<file path="src/rtl/bcd_share_arbiter.sv">
// Round-robin arbiter that time-shares one 4-bit binary-to-BCD converter among NREQ requesters.
// Optional converter self-check is enabled by defining BCD_ARB_SELFCHECK_EN.
module bcd_share_arbiter #(
  parameter int unsigned NREQ = 4
) (
  input  logic              clk,
  input  logic              rst,
  input  logic [NREQ-1:0]   req,
  input  logic [4*NREQ-1:0] data,
  output logic [3:0]        conv_bin,
  input  logic [4:0]        conv_bcd,
  output logic [4:0]        result,
  output logic [NREQ-1:0]   ack,
  output logic [2:0]        grant_id,
  output logic              busy,
  output logic              error
);

  localparam int unsigned IDW  = 3;
  localparam int unsigned PADW = 8;
  localparam logic [IDW-1:0] LAST_RST = IDW'(NREQ - 1);

  typedef enum logic [1:0] {
    IDLE = 2'd0,
    CONV = 2'd1,
    DONE = 2'd2
  } state_t;

  state_t          state_q, state_d;
  logic [IDW-1:0]  last_q, last_d;
  logic [PADW-1:0] req_pad_c;
  logic [IDW-1:0]  idx_c;
  logic [IDW-1:0]  win_c;
  logic            found_c;
  logic [3:0]      op_c;
  logic [3:0]      conv_bin_d;
  logic [4:0]      result_d;
  logic [NREQ-1:0] ack_d;
  logic [IDW-1:0]  grant_id_d;
  logic            busy_d;

  // First requesting index after the last served one, wrapping at NREQ
  always_comb begin
    req_pad_c = PADW'(req);
    idx_c     = '0;
    win_c     = '0;
    found_c   = 1'b0;
    for (int unsigned k = 1; k <= NREQ; k++) begin
      idx_c = IDW'((32'(last_q) + k) % NREQ);
      if (!found_c && req_pad_c[idx_c]) begin
        found_c = 1'b1;
        win_c   = idx_c;
      end
    end
  end

  // Operand of the winning requester
  always_comb begin
    op_c = '0;
    for (int unsigned i = 0; i < NREQ; i++) begin
      if (win_c == IDW'(i)) op_c = data[4*i +: 4];
    end
  end

  // Next-state and registered-output logic
  always_comb begin
    state_d    = state_q;
    last_d     = last_q;
    conv_bin_d = conv_bin;
    result_d   = result;
    ack_d      = '0;
    grant_id_d = grant_id;
    unique case (state_q)
      IDLE: begin
        if (found_c) begin
          conv_bin_d = op_c;
          grant_id_d = win_c;
          state_d    = CONV;
        end
      end
      CONV: begin
        result_d = conv_bcd;
        ack_d    = NREQ'(1) << grant_id;
        state_d  = DONE;
      end
      DONE: begin
        last_d  = grant_id;
        state_d = IDLE;
      end
      default: state_d = IDLE;
    endcase
    busy_d = (state_d != IDLE);
  end

  always_ff @(posedge clk or posedge rst) begin
    if (rst) begin
      state_q  <= IDLE;
      last_q   <= LAST_RST;
      conv_bin <= '0;
      result   <= '0;
      ack      <= '0;
      grant_id <= '0;
      busy     <= 1'b0;
    end else begin
      state_q  <= state_d;
      last_q   <= last_d;
      conv_bin <= conv_bin_d;
      result   <= result_d;
      ack      <= ack_d;
      grant_id <= grant_id_d;
      busy     <= busy_d;
    end
  end

`ifdef BCD_ARB_SELFCHECK_EN
  logic       tens_c;
  logic [4:0] ref_c;

  // Reference conversion of the operand currently on the converter input
  always_comb begin
    tens_c = (conv_bin >= 4'd10);
    ref_c  = tens_c ? {1'b1, conv_bin - 4'd10} : {1'b0, conv_bin};
  end

  always_ff @(posedge clk or posedge rst) begin
    if (rst) begin
      error <= 1'b0;
    end else if (state_q == CONV && conv_bcd != ref_c) begin
      error <= 1'b1;
    end
  end
`else
  assign error = 1'b0;
`endif

endmodule

</file>
<file path="config.mk">
export PLATFORM = sky130hd
export DESIGN_NAME = bcd_share_arbiter
export DESIGN_NICKNAME = d
export VERILOG_FILES = /design/src/rtl/bcd_share_arbiter.sv
export SDC_FILE = /design/constraint.sdc
export NUM_CORES = 1
export LEC_CHECK = 0
export CAP_MARGIN = 20
export CORE_UTILIZATION = 37
export CTS_CLUSTER_SIZE = 25
export DETAILED_ROUTE_END_ITERATION = 7
export GPL_ROUTABILITY_DRIVEN = 0
export GPL_TIMING_DRIVEN = 0
export PLACE_DENSITY_LB_ADDON = 0.05
export SYNTH_ARGS = -nofsm -noshare
export SYNTH_HDL_FRONTEND = slang
export SYNTH_SLANG_ARGS = --single-unit
export TNS_END_PERCENT = 20
</file>
<file path="constraint.sdc">
create_clock -name clk -period 2 [get_ports clk]
set_clock_uncertainty 0.15 [all_clocks]
set_input_delay 0.4 -clock clk [delete_from_list [all_inputs] [get_ports clk]]
set_output_delay 0.4 -clock clk [all_outputs]
set_load 0.03 [all_outputs]
</file>
==> impl_metrics.yaml, run 1 <==
outcome:
  outcome: "complete, but fails checks"
  violations_in_the_final_reports: "negative setup slack"
clock_network:
  hold_buffers: 0
  cts_root_buffer: "clkbuf_4"
  clock_latency_ps: 300
  cts_inserted_buffers: 3
  clock_sink_count: 20
  h-tree-depth: 1
  clock_tree_from_tritoncts: "built"
  cts_buffer_depth: 2
  clkTransAtPathRegs_ps: 120
synthesis:
  synth_compound_gate_area_share: 0.152
  post_synth_main_area_contributors: "dfrtp_1 45%, nand2_1 8.6%, dfstp_2 5.3%"
  synth_edf_count: 0
  synth_top_cell_by_area: "dfrtp_1"
  synth.area.mux_share: 0.0777
  synth_fa_ha_area_frac: 0
  synthCells: 97
  synth.ff_latch_count: 20
  synth_cell_type_count: 35
  yosysWarnings: 0
  dominant_combinational_cell_family_by_area_after_synthesis: "simple AND/OR/NAND/NOR gates"
  yosys.area_share.simple: 0.207
  post_synthesis_async_set_or_reset_flop_share: 1.00
  synth_area_um2: 998
  synth_xor_area_frac: 0
  synth_largest_type_area_fraction: 0.451
  synth_flop_cell: "dfrtp_1"
  synth_sequential_area_ratio: 0.504
  synth_area_per_cell_um2: 10.3
global_routing:
  grt_start_max_net_pins: 21
  overall_global_routing_usage: 0.179
  first_global_vias: 819
  grt_pass1_wl_um: 3620
  grt-ovfl-total: 0
  antenna_found_initial: 0
floorplan:
  io-pin-count: 45
  floorplan.rows: 18
  die_h_um: 53.9
  die_area_mm2: 0.00291
  floorplan.initialDensity: 0.396
  chipWidth_um: 53.9
  floorplan.core_area_mm2: 0.00252
routing:
  ant_nets: 0
  num_vias: 886
  route.detailed.wl_per_inst_um: 12.5
  totalWireLength_um: 2210
  drt-pass1-iter-count: 4
  vias_per_instance: 5.01
  drt_first_iter_violations: 13
  route.detailed.drc: 0
worst_setup_path:
  worst-r2r-cell-count: 6
  cp_slowest_stage_delay_ps: 570
  worst_setup_ep_type: "flip-flop"
  worst_r2r_endpoint: "conv_bin[1]"
  cp.required_ps: 2040
  critical_path.n_buffers_inverters: 2
  cp_slowest_cell: "dfstp_2"
  crit_path_launch_type: "flip-flop"
  timing.critical_path.max_delay_family: "flip-flops"
  critPathArrivalTime_ps: 2070
  path_class: "flip-flop to flip-flop"
  crit_chain: "buf_6, nor3b_4, or3_1, buf_6, mux2_4, o221a_1"
  cp_max_fo: 8
  cp_common_cell: "buf_6"
  ff2ff_setup_slack_ps: -20
  rr_startpoint: "last_q[0]"
timing:
  worstMarginPinSlew_ps: 715
  slew_violations: 0
  final.period_utilization: 1.01
  final-hold-violation-count: 0
  holdWs_ps: 337
  fmax_mhz: 495
  unrepaired_setup_endpoints_after_global_routing: "true"
  final_setup_vio_count: 3
  max-slew-margin-rel: 0.523
  setup_slack_ps: -21.0
  final_critical_path_time_including_i_o_delays_and_setup_ps: 2020
min_path:
  whs_path_depth: 2
  hold_class: "flip-flop to flip-flop"
  worst_hold_path.endpoint: "result[3]"
  hold_path.startpoint: "result[3]"
power:
  total_power_uw: 2400
  power_per_cell_area_mw_per_mm2: 1510
  peakVddDrop_uv: 1050
  static-leakage-power_uw: 0.000705
finish:
  syn2layout_area_growth_pct: 58.4
  post_layout_nets: 175
  drive_gt1_frac: 0.177
  finish.cell_count_without_fillers: 177
  n_antenna_cell: 0
  final_design_area_no_fill_mm2: 0.00158
placed_design:
  place_area_mm2: 0.00146
  dp.cells: 170
  placement.io_buffers: 42
  hpwl_um: 1540
job:
  max-cap-violations: 0
-- through the flow --
stage | setup WS [ps] | setup TNS, ps | utilization
floorplan | 60.6 | 0 | -
global placement | -673 | -3040 | 0.579
detailed placement | -728 | -3280 | 0.579
CTS | -47.1 | -125 | 0.617
global route | -83.6 | -247 | 0.627
finish | -21.0 | -51.0 | 0.627
-- area by class of cell --
type / count / area [µm²]
timing repair buffer: 45 / 440
timing repair inverter: 1 / 7.51
inverter: 6 / 22.5
tap: 30 / 37.5
buffer: 4 / 30.0
clock inverter: 1 / 30.0
fill: 228 / 941
sequential: 20 / 503
multi-input combinational: 67 / 488
clock buffer: 3 / 22.5
-- timing repair --
| action | in CTS | in global routing |
|---|---|---|
| gates resized for setup | 11 | 3 |
| pin swaps | 3 | 2 |
| gates cloned | 1 | 0 |
| endpoints found under the setup margin | 6 | 4 |
| setup buffers | 2 | 1 |
-- per-layer routing --
metal | routed length [µm] | global-route usage
met1 | 1000 | 0.222
met2 | 1050 | 0.294
met3 | 147 | 0.0650
met4 | 10 | 0.0395
met5 | 0 | 0
-- cell families after synthesis --
logic type	after synthesis
compound gates	17
buf+inv	11
flops	20
mux	6
other cells	1
simple gates	42
-- synth_stat cells (2+ instances only) --
master / instances
nor3_1: 2
mux2_4: 3
clkbuf_1: 2
nand2_1: 23
or3_1: 2
mux2_2: 2
buf_4: 2
dfrtp_1: 18
o31ai_1: 4
o2111ai_1: 3
dfstp_2: 2
nand2b_1: 4
inv_1: 4
nor2_1: 3
o221a_1: 3
-- cell usage in the layout, fill, tap and decap left out, types with 2 or more instances in the layout --
| cell type | count |
|---|---|
| buf_4 | 4 |
| buf_6 | 2 |
| clkbuf_4 | 3 |
| clkdlybuf4s50_1 | 37 |
| conb_1 | 2 |
| dfrtp_1 | 18 |
| dfstp_2 | 2 |
| dlygate4sd2_1 | 5 |
| inv_1 | 4 |
| mux2_2 | 2 |
| mux2_4 | 3 |
| nand2_1 | 23 |
| nand2b_1 | 3 |
| nor2_1 | 3 |
| nor3_1 | 2 |
| o2111ai_1 | 3 |
| o221a_1 | 3 |
| o31ai_1 | 4 |
| or3_1 | 2 |
-- registers in the layout, indices dropped and copies added (netlist names) --
name / flops
ack: 4
busy: 1
conv_bin: 4
grant_id: 2
last_q: 2
result: 5
state_q: 2
-- worst max-delay path by stage --
stage | start | to | cells past startpoint
floorplan | req[1] | conv_bin[1] | 5
global placement | req[1] | conv_bin[2] | 6
detailed placement | req[1] | conv_bin[3] | 6
CTS | last_q[0] | conv_bin[2] | 6
global route | last_q[0] | conv_bin[1] | 7
finish | last_q[0] | conv_bin[1] | 6
-- power breakdown --
part	total (µW)	switching, µW	leakage [µW]	internal, µW
registers	734	130	0.000242	603
logic	1330	727	0.000434	606
clock network	328	126	0.0000279	203
total	2400	983	0.000705	1410
-- worst reg2reg max path, stage by stage, from the launching register on --
cell	delay [ps]
dfstp_2	570
buf_6	120
nor3b_4	60
or3_1	360
buf_6	150
mux2_4	290
o221a_1	210
Power figures use the tool's default switching activity.
==> inputs of run 2 (changes only) <==
--- a/config.mk
+++ b/config.mk
@@ -6,6 +6,7 @@
 export NUM_CORES = 1
 export LEC_CHECK = 0
 export CAP_MARGIN = 20
+export CORE_MARGIN = 2
 export CORE_UTILIZATION = 37
 export CTS_CLUSTER_SIZE = 25
 export DETAILED_ROUTE_END_ITERATION = 7
==> run 2 against run 1 <==
Net effect:
- the run now ends clean
- design area down 2.0%
- register-to-register slack improved by 50 ps
- critical endpoint unchanged
- sequential share of layout area rose by 0.64 points
- die area up 7.6%
- hold slack improved by 3.0 ps
==> impl_metrics.yaml, run 2 (same netlist as run 1, synthesis figures left out) <==
routing:
  route.detailed.wl_per_inst_um: 12.8
  vias_per_instance: 5.06
  totalWireLength_um: 2250
  num_vias: 890
  drt-pass1-iter-count: 3
  drt_first_iter_violations: 23
  ant_nets: 0
  route.detailed.drc: 0
power:
  static-leakage-power_uw: 0.000703
  seq_power_share: 0.326
  comb_power_share: 0.574
  power_per_cell_area_mw_per_mm2: 1460
  power.share.switching: 0.424
  peakVddDrop_uv: 1000
  clock_power_share: 0.099
  total_power_uw: 2270
  p_sw_uw: 963
  internal-power_uw: 1310
clock_network:
  hold_buffers: 0
  clock_sink_count: 20
  clock_latency_ps: 300
  h-tree-depth: 1
  clock_tree_from_tritoncts: "built"
  cts_inserted_buffers: 3
  clkTransAtPathRegs_ps: 110
  cts_buffer_depth: 2
  cts_root_buffer: "clkbuf_4"
floorplan:
  chipWidth_um: 55.9
  floorplan.initialDensity: 0.396
  die_area_mm2: 0.00313
  floorplan.rows: 18
  io-pin-count: 45
  die_h_um: 55.9
  floorplan.core_area_mm2: 0.00252
global_routing:
  globalRouteMet2Util: 0.253
  antenna_found_initial: 0
  grt_start_max_net_pins: 21
  grt_pass1_wl_um: 3960
  globalRouteMet1Util: 0.203
  globalRoute.busiestLayer: "met2"
  overall_global_routing_usage: 0.159
  first_global_vias: 906
  grt_use_met3: 0.0558
  grt-ovfl-total: 0
finish:
  post-route-util: 0.615
  fill_cells: 227
  top_regs: "result: 5 flops, ack: 4 flops, conv_bin: 4 flops"
  largest_register: "result"
  post_layout_nets: 174
  syn2layout_area_growth_pct: 55.3
  n_antenna_cell: 0
  finish.cell_count_without_fillers: 176
  most_common_cell_after_layout_fill_and_taps_aside: "clkdlybuf4s50_1"
  layout.cells.most_common_list: "36 x clkdlybuf4s50_1, 23 x nand2_1, 18 x dfrtp_1"
  largest_register_ff_count: 5
  drive_gt1_frac: 0.178
placed_design:
  hpwl_um: 1670
  dp.cells: 170
  placement.io_buffers: 42
  post_place_setup_slack_ps: -759
timing:
  worstMarginPinSlew_ps: 714
  slew_violations: 0
  final-hold-violation-count: 0
  setup_slack_ps: 33.4
  fmax_mhz: 508
  final_setup_vio_count: 0
  setup_tns_ps: 0
  final.period_utilization: 0.983
  final_critical_path_time_including_i_o_delays_and_setup_ps: 1970
  unrepaired_setup_endpoints_after_global_routing: "true"
  max-slew-margin-rel: 0.524
min_path:
  worst_hold_path.endpoint: "result[1]"
  hold_class: "flip-flop to flip-flop"
  hold_path.startpoint: "result[1]"
  whs_path_depth: 2
worst_setup_path:
  crit_path_launch_type: "flip-flop"
  ff2ff_setup_slack_ps: 30
  critPathArrivalTime_ps: 2000
  worst-r2r-cell-count: 5
  cp.required_ps: 2040
  path_class: "flip-flop to flip-flop"
  rr_startpoint: "last_q[0]"
  worst_setup_ep_type: "flip-flop"
  worst_r2r_endpoint: "conv_bin[1]"
  cp_max_fo: 8
outcome:
  outcome: "completed"
job:
  max-cap-violations: 0
run 2: how the worst max path moves through the flow:
| stage | startpoint | endpoint | slack (ps) | depth (start not counted) |
|---|---|---|---|---|
| floorplan | req[1] | conv_bin[1] | 60 | 5 |
| global placement | req[1] | conv_bin[3] | -670 | 6 |
| detailed placement | req[1] | conv_bin[2] | -760 | 6 |
| CTS | last_q[0] | conv_bin[1] | -30 | 6 |
| global route | last_q[0] | conv_bin[3] | -30 | 5 |
| finish | last_q[0] | conv_bin[1] | 30 | 5 |
run 2: per-stage QoR:
step | cell area, µm² | hold WS (ps)
floorplan | 1000 | 212
global placement | 1460 | 309
detailed placement | 1460 | 324
CTS | 1540 | 348
global route | 1550 | 375
finish | 1550 | 340
run 2: critical path: stages (launching register included):
cell	delay [ps]
dfstp_2	560
nand2b_4	130
a21oi_4	80
or3_4	410
mux2_4	320
o221a_1	200
run 2: timing repair:
item	4_1_cts	5_1_grt
setup buffers	3	0
setup endpoints to repair	8	4
resized for setup	10	5
pin swaps	2	0
run 2: power groups by stage:
stage / clock (µW) / combinational [µW] / sequential [µW]
4_1_cts: 237 / 1310 / 741
2_1_floorplan: 0 / 519 / 1000
3_5_place_dp: 0 / 1250 / 748
3_3_place_gp: 0 / 1230 / 743
6_report: 226 / 1300 / 740
5_1_grt: 259 / 1400 / 771
run 2: area by class of cell:
class / instances / area, µm² / area share
Tap cell: 30 / 37.5 / 0.0242
Inverter: 6 / 25.0 / 0.0161
Timing Repair Buffer: 45 / 439 / 0.283
Sequential cell: 20 / 503 / 0.324
Clock buffer: 4 / 36.3 / 0.0234
Buffer: 4 / 23.8 / 0.0153
Multi-Input combinational cell: 67 / 485 / 0.313
run 2: metal layers:
metal  vias up  wire length (µm)
met3         7               146
li1        437                 -
met2        29              1110
met1       417               963
met4         0                31
met5         -                 0
==> inputs of run 3 (changes only) <==
--- a/config.mk
+++ b/config.mk
@@ -13,6 +13,7 @@
 export GPL_ROUTABILITY_DRIVEN = 0
 export GPL_TIMING_DRIVEN = 0
 export PLACE_DENSITY_LB_ADDON = 0.05
+export SKIP_CTS_REPAIR_TIMING = 1
 export SYNTH_ARGS = -nofsm -noshare
 export SYNTH_HDL_FRONTEND = slang
 export SYNTH_SLANG_ARGS = --single-unit
==> run 3 against run 2 <==
Net effect:
- the flow now finishes with violations (negative setup slack)
- clock power barely moved
- setup slack got worse by 86 ps
- non-clock buffer count did not move
- count of clock-buffer cells in the layout did not move
- design area rose by 1.3%
- final cell count did not move
- critical endpoint unchanged
==> impl_metrics.yaml, run 3 (same netlist as run 1, synthesis figures left out) <==
routing:
  ant_nets: 0
  num_vias: 893
  totalWireLength_um: 2330
  vias_per_instance: 5.07
  drt-pass1-iter-count: 3
  drt_first_iter_violations: 20
  route.detailed.wl_per_inst_um: 13.2
  route.detailed.drc: 0
finish:
  post-route-util: 0.623
  syn2layout_area_growth_pct: 57.3
  most_common_cell_after_layout_fill_and_taps_aside: "clkdlybuf4s50_1"
  top_regs: "result: 5 flops, ack: 4 flops, conv_bin: 4 flops"
  post_layout_nets: 174
  finish.cell_count_without_fillers: 176
  largest_register_ff_count: 5
  drive_gt1_frac: 0.178
  largest_register: "result"
  layout.cells.most_common_list: "37 x clkdlybuf4s50_1, 23 x nand2_1, 18 x dfrtp_1"
  n_antenna_cell: 0
  fill_cells: 220
worst_setup_path:
  timing.critical_path.max_delay_family: "flip-flops"
  rr_startpoint: "last_q[0]"
  cp_slowest_cell: "dfstp_2"
  worst_setup_ep_type: "flip-flop"
  critical_path.n_buffers_inverters: 2
  cp_max_fo: 8
  path_class: "flip-flop to flip-flop"
  worst-r2r-cell-count: 6
  cp.required_ps: 2040
  critPathArrivalTime_ps: 2090
  cp_slowest_stage_delay_ps: 580
  critical_path_depth: 6
  crit_path_launch_type: "flip-flop"
  crit_chain: "buf_4, nor3b_4, or3_4, buf_6, mux2_4, o221a_1"
  setup.worst_path.start: "last_q[0]"
floorplan:
  die_h_um: 55.9
  floorplan.rows: 18
  io-pin-count: 45
  die_area_mm2: 0.00313
  floorplan.initialDensity: 0.396
  floorplan.core_area_mm2: 0.00252
  chipWidth_um: 55.9
clock_network:
  h-tree-depth: 1
  clock_sink_count: 20
  cts_buffer_depth: 2
  clkTransAtPathRegs_ps: 110
  cts_root_buffer: "clkbuf_4"
  clock_latency_ps: 300
  cts_inserted_buffers: 3
  clock_tree_from_tritoncts: "built"
placed_design:
  hpwl_um: 1670
  placement.io_buffers: 42
  dp.cells: 170
timing:
  setup_slack_ps: -52.4
  slew_violations: 0
  max-slew-margin-rel: 0.523
  final_critical_path_time_including_i_o_delays_and_setup_ps: 2050
  unrepaired_setup_endpoints_after_global_routing: "true"
  final.period_utilization: 1.03
  final-hold-violation-count: 0
  fmax_mhz: 487
  final_setup_vio_count: 3
  worstMarginPinSlew_ps: 714
job:
  max-cap-violations: 0
global_routing:
  antenna_found_initial: 0
  grt_start_max_net_pins: 21
  grt_pass1_wl_um: 3750
  overall_global_routing_usage: 0.150
  first_global_vias: 864
  grt-ovfl-total: 0
min_path:
  whs_path_depth: 2
  hold_class: "flip-flop to flip-flop"
  hold_path.startpoint: "result[1]"
outcome:
  outcome: "complete, but fails checks"
  violations_in_the_final_reports: "negative setup slack"
power:
  power_per_cell_area_mw_per_mm2: 1460
  static-leakage-power_uw: 0.000738
  peakVddDrop_uv: 1010
run 3: cell type report:
type | instances | area [µm²] | share of cell area
plain buffers | 4 | 30.0 | 0.0191
repair buffers | 45 | 455 | 0.290
multi-input cells | 67 | 485 | 0.309
well taps | 30 | 37.5 | 0.0239
clock buffers | 4 | 36.3 | 0.0231
inverters | 6 | 22.5 | 0.0143
flip-flops and latches | 20 | 503 | 0.320
run 3: layer usage:
metal,vias up,global-route usage,routed length [µm]
li1,437,-,-
met2,29,0.243,1140
met3,7,0.0535,161
met4,0,0.0408,37
met5,-,0,0
met1,420,0.191,981
run 3: metrics by stage:
| stage | power, µW | hold WS [ps] | worst slack (ps) | cell area [µm²] | setup TNS [ps] |
|---|---|---|---|---|---|
| after detailed placement | 2000 | 324 | -759 | 1460 | -3540 |
| after global placement | 1970 | 309 | -668 | 1460 | -3040 |
| after global routing | 2440 | 375 | -105 | 1570 | -376 |
| after floorplan | 1520 | 212 | 60.6 | 1000 | 0 |
| after CTS | 2230 | 348 | -435 | 1500 | -1560 |
| final | 2290 | 340 | -52.4 | 1570 | -143 |
run 3: worst register-to-register path, stage by stage (launching register included):
cell	delay, ps
dfstp_2	580
buf_4	140
nor3b_4	60
or3_4	370
buf_6	150
mux2_4	290
o221a_1	200
run 3: power breakdown:
part           leakage [µW]  switching, µW  internal [µW]  total [µW]
registers          0.000242            139            604         743
logic              0.000475            712            607        1320
clock network     0.0000210            116            111         227
run 3: final timing paths:
| path | end | slack, ps |
|---|---|---|
| setup / recovery | conv_bin[1] | -50 |
| hold / removal | result[1] | 340 |
| setup reg to reg | conv_bin[1] | -50 |
| hold reg to reg | result[1] | 340 |
| max in group asynchronous | result[2] | 890 |
| min in group asynchronous | state_q[0] | 360 |
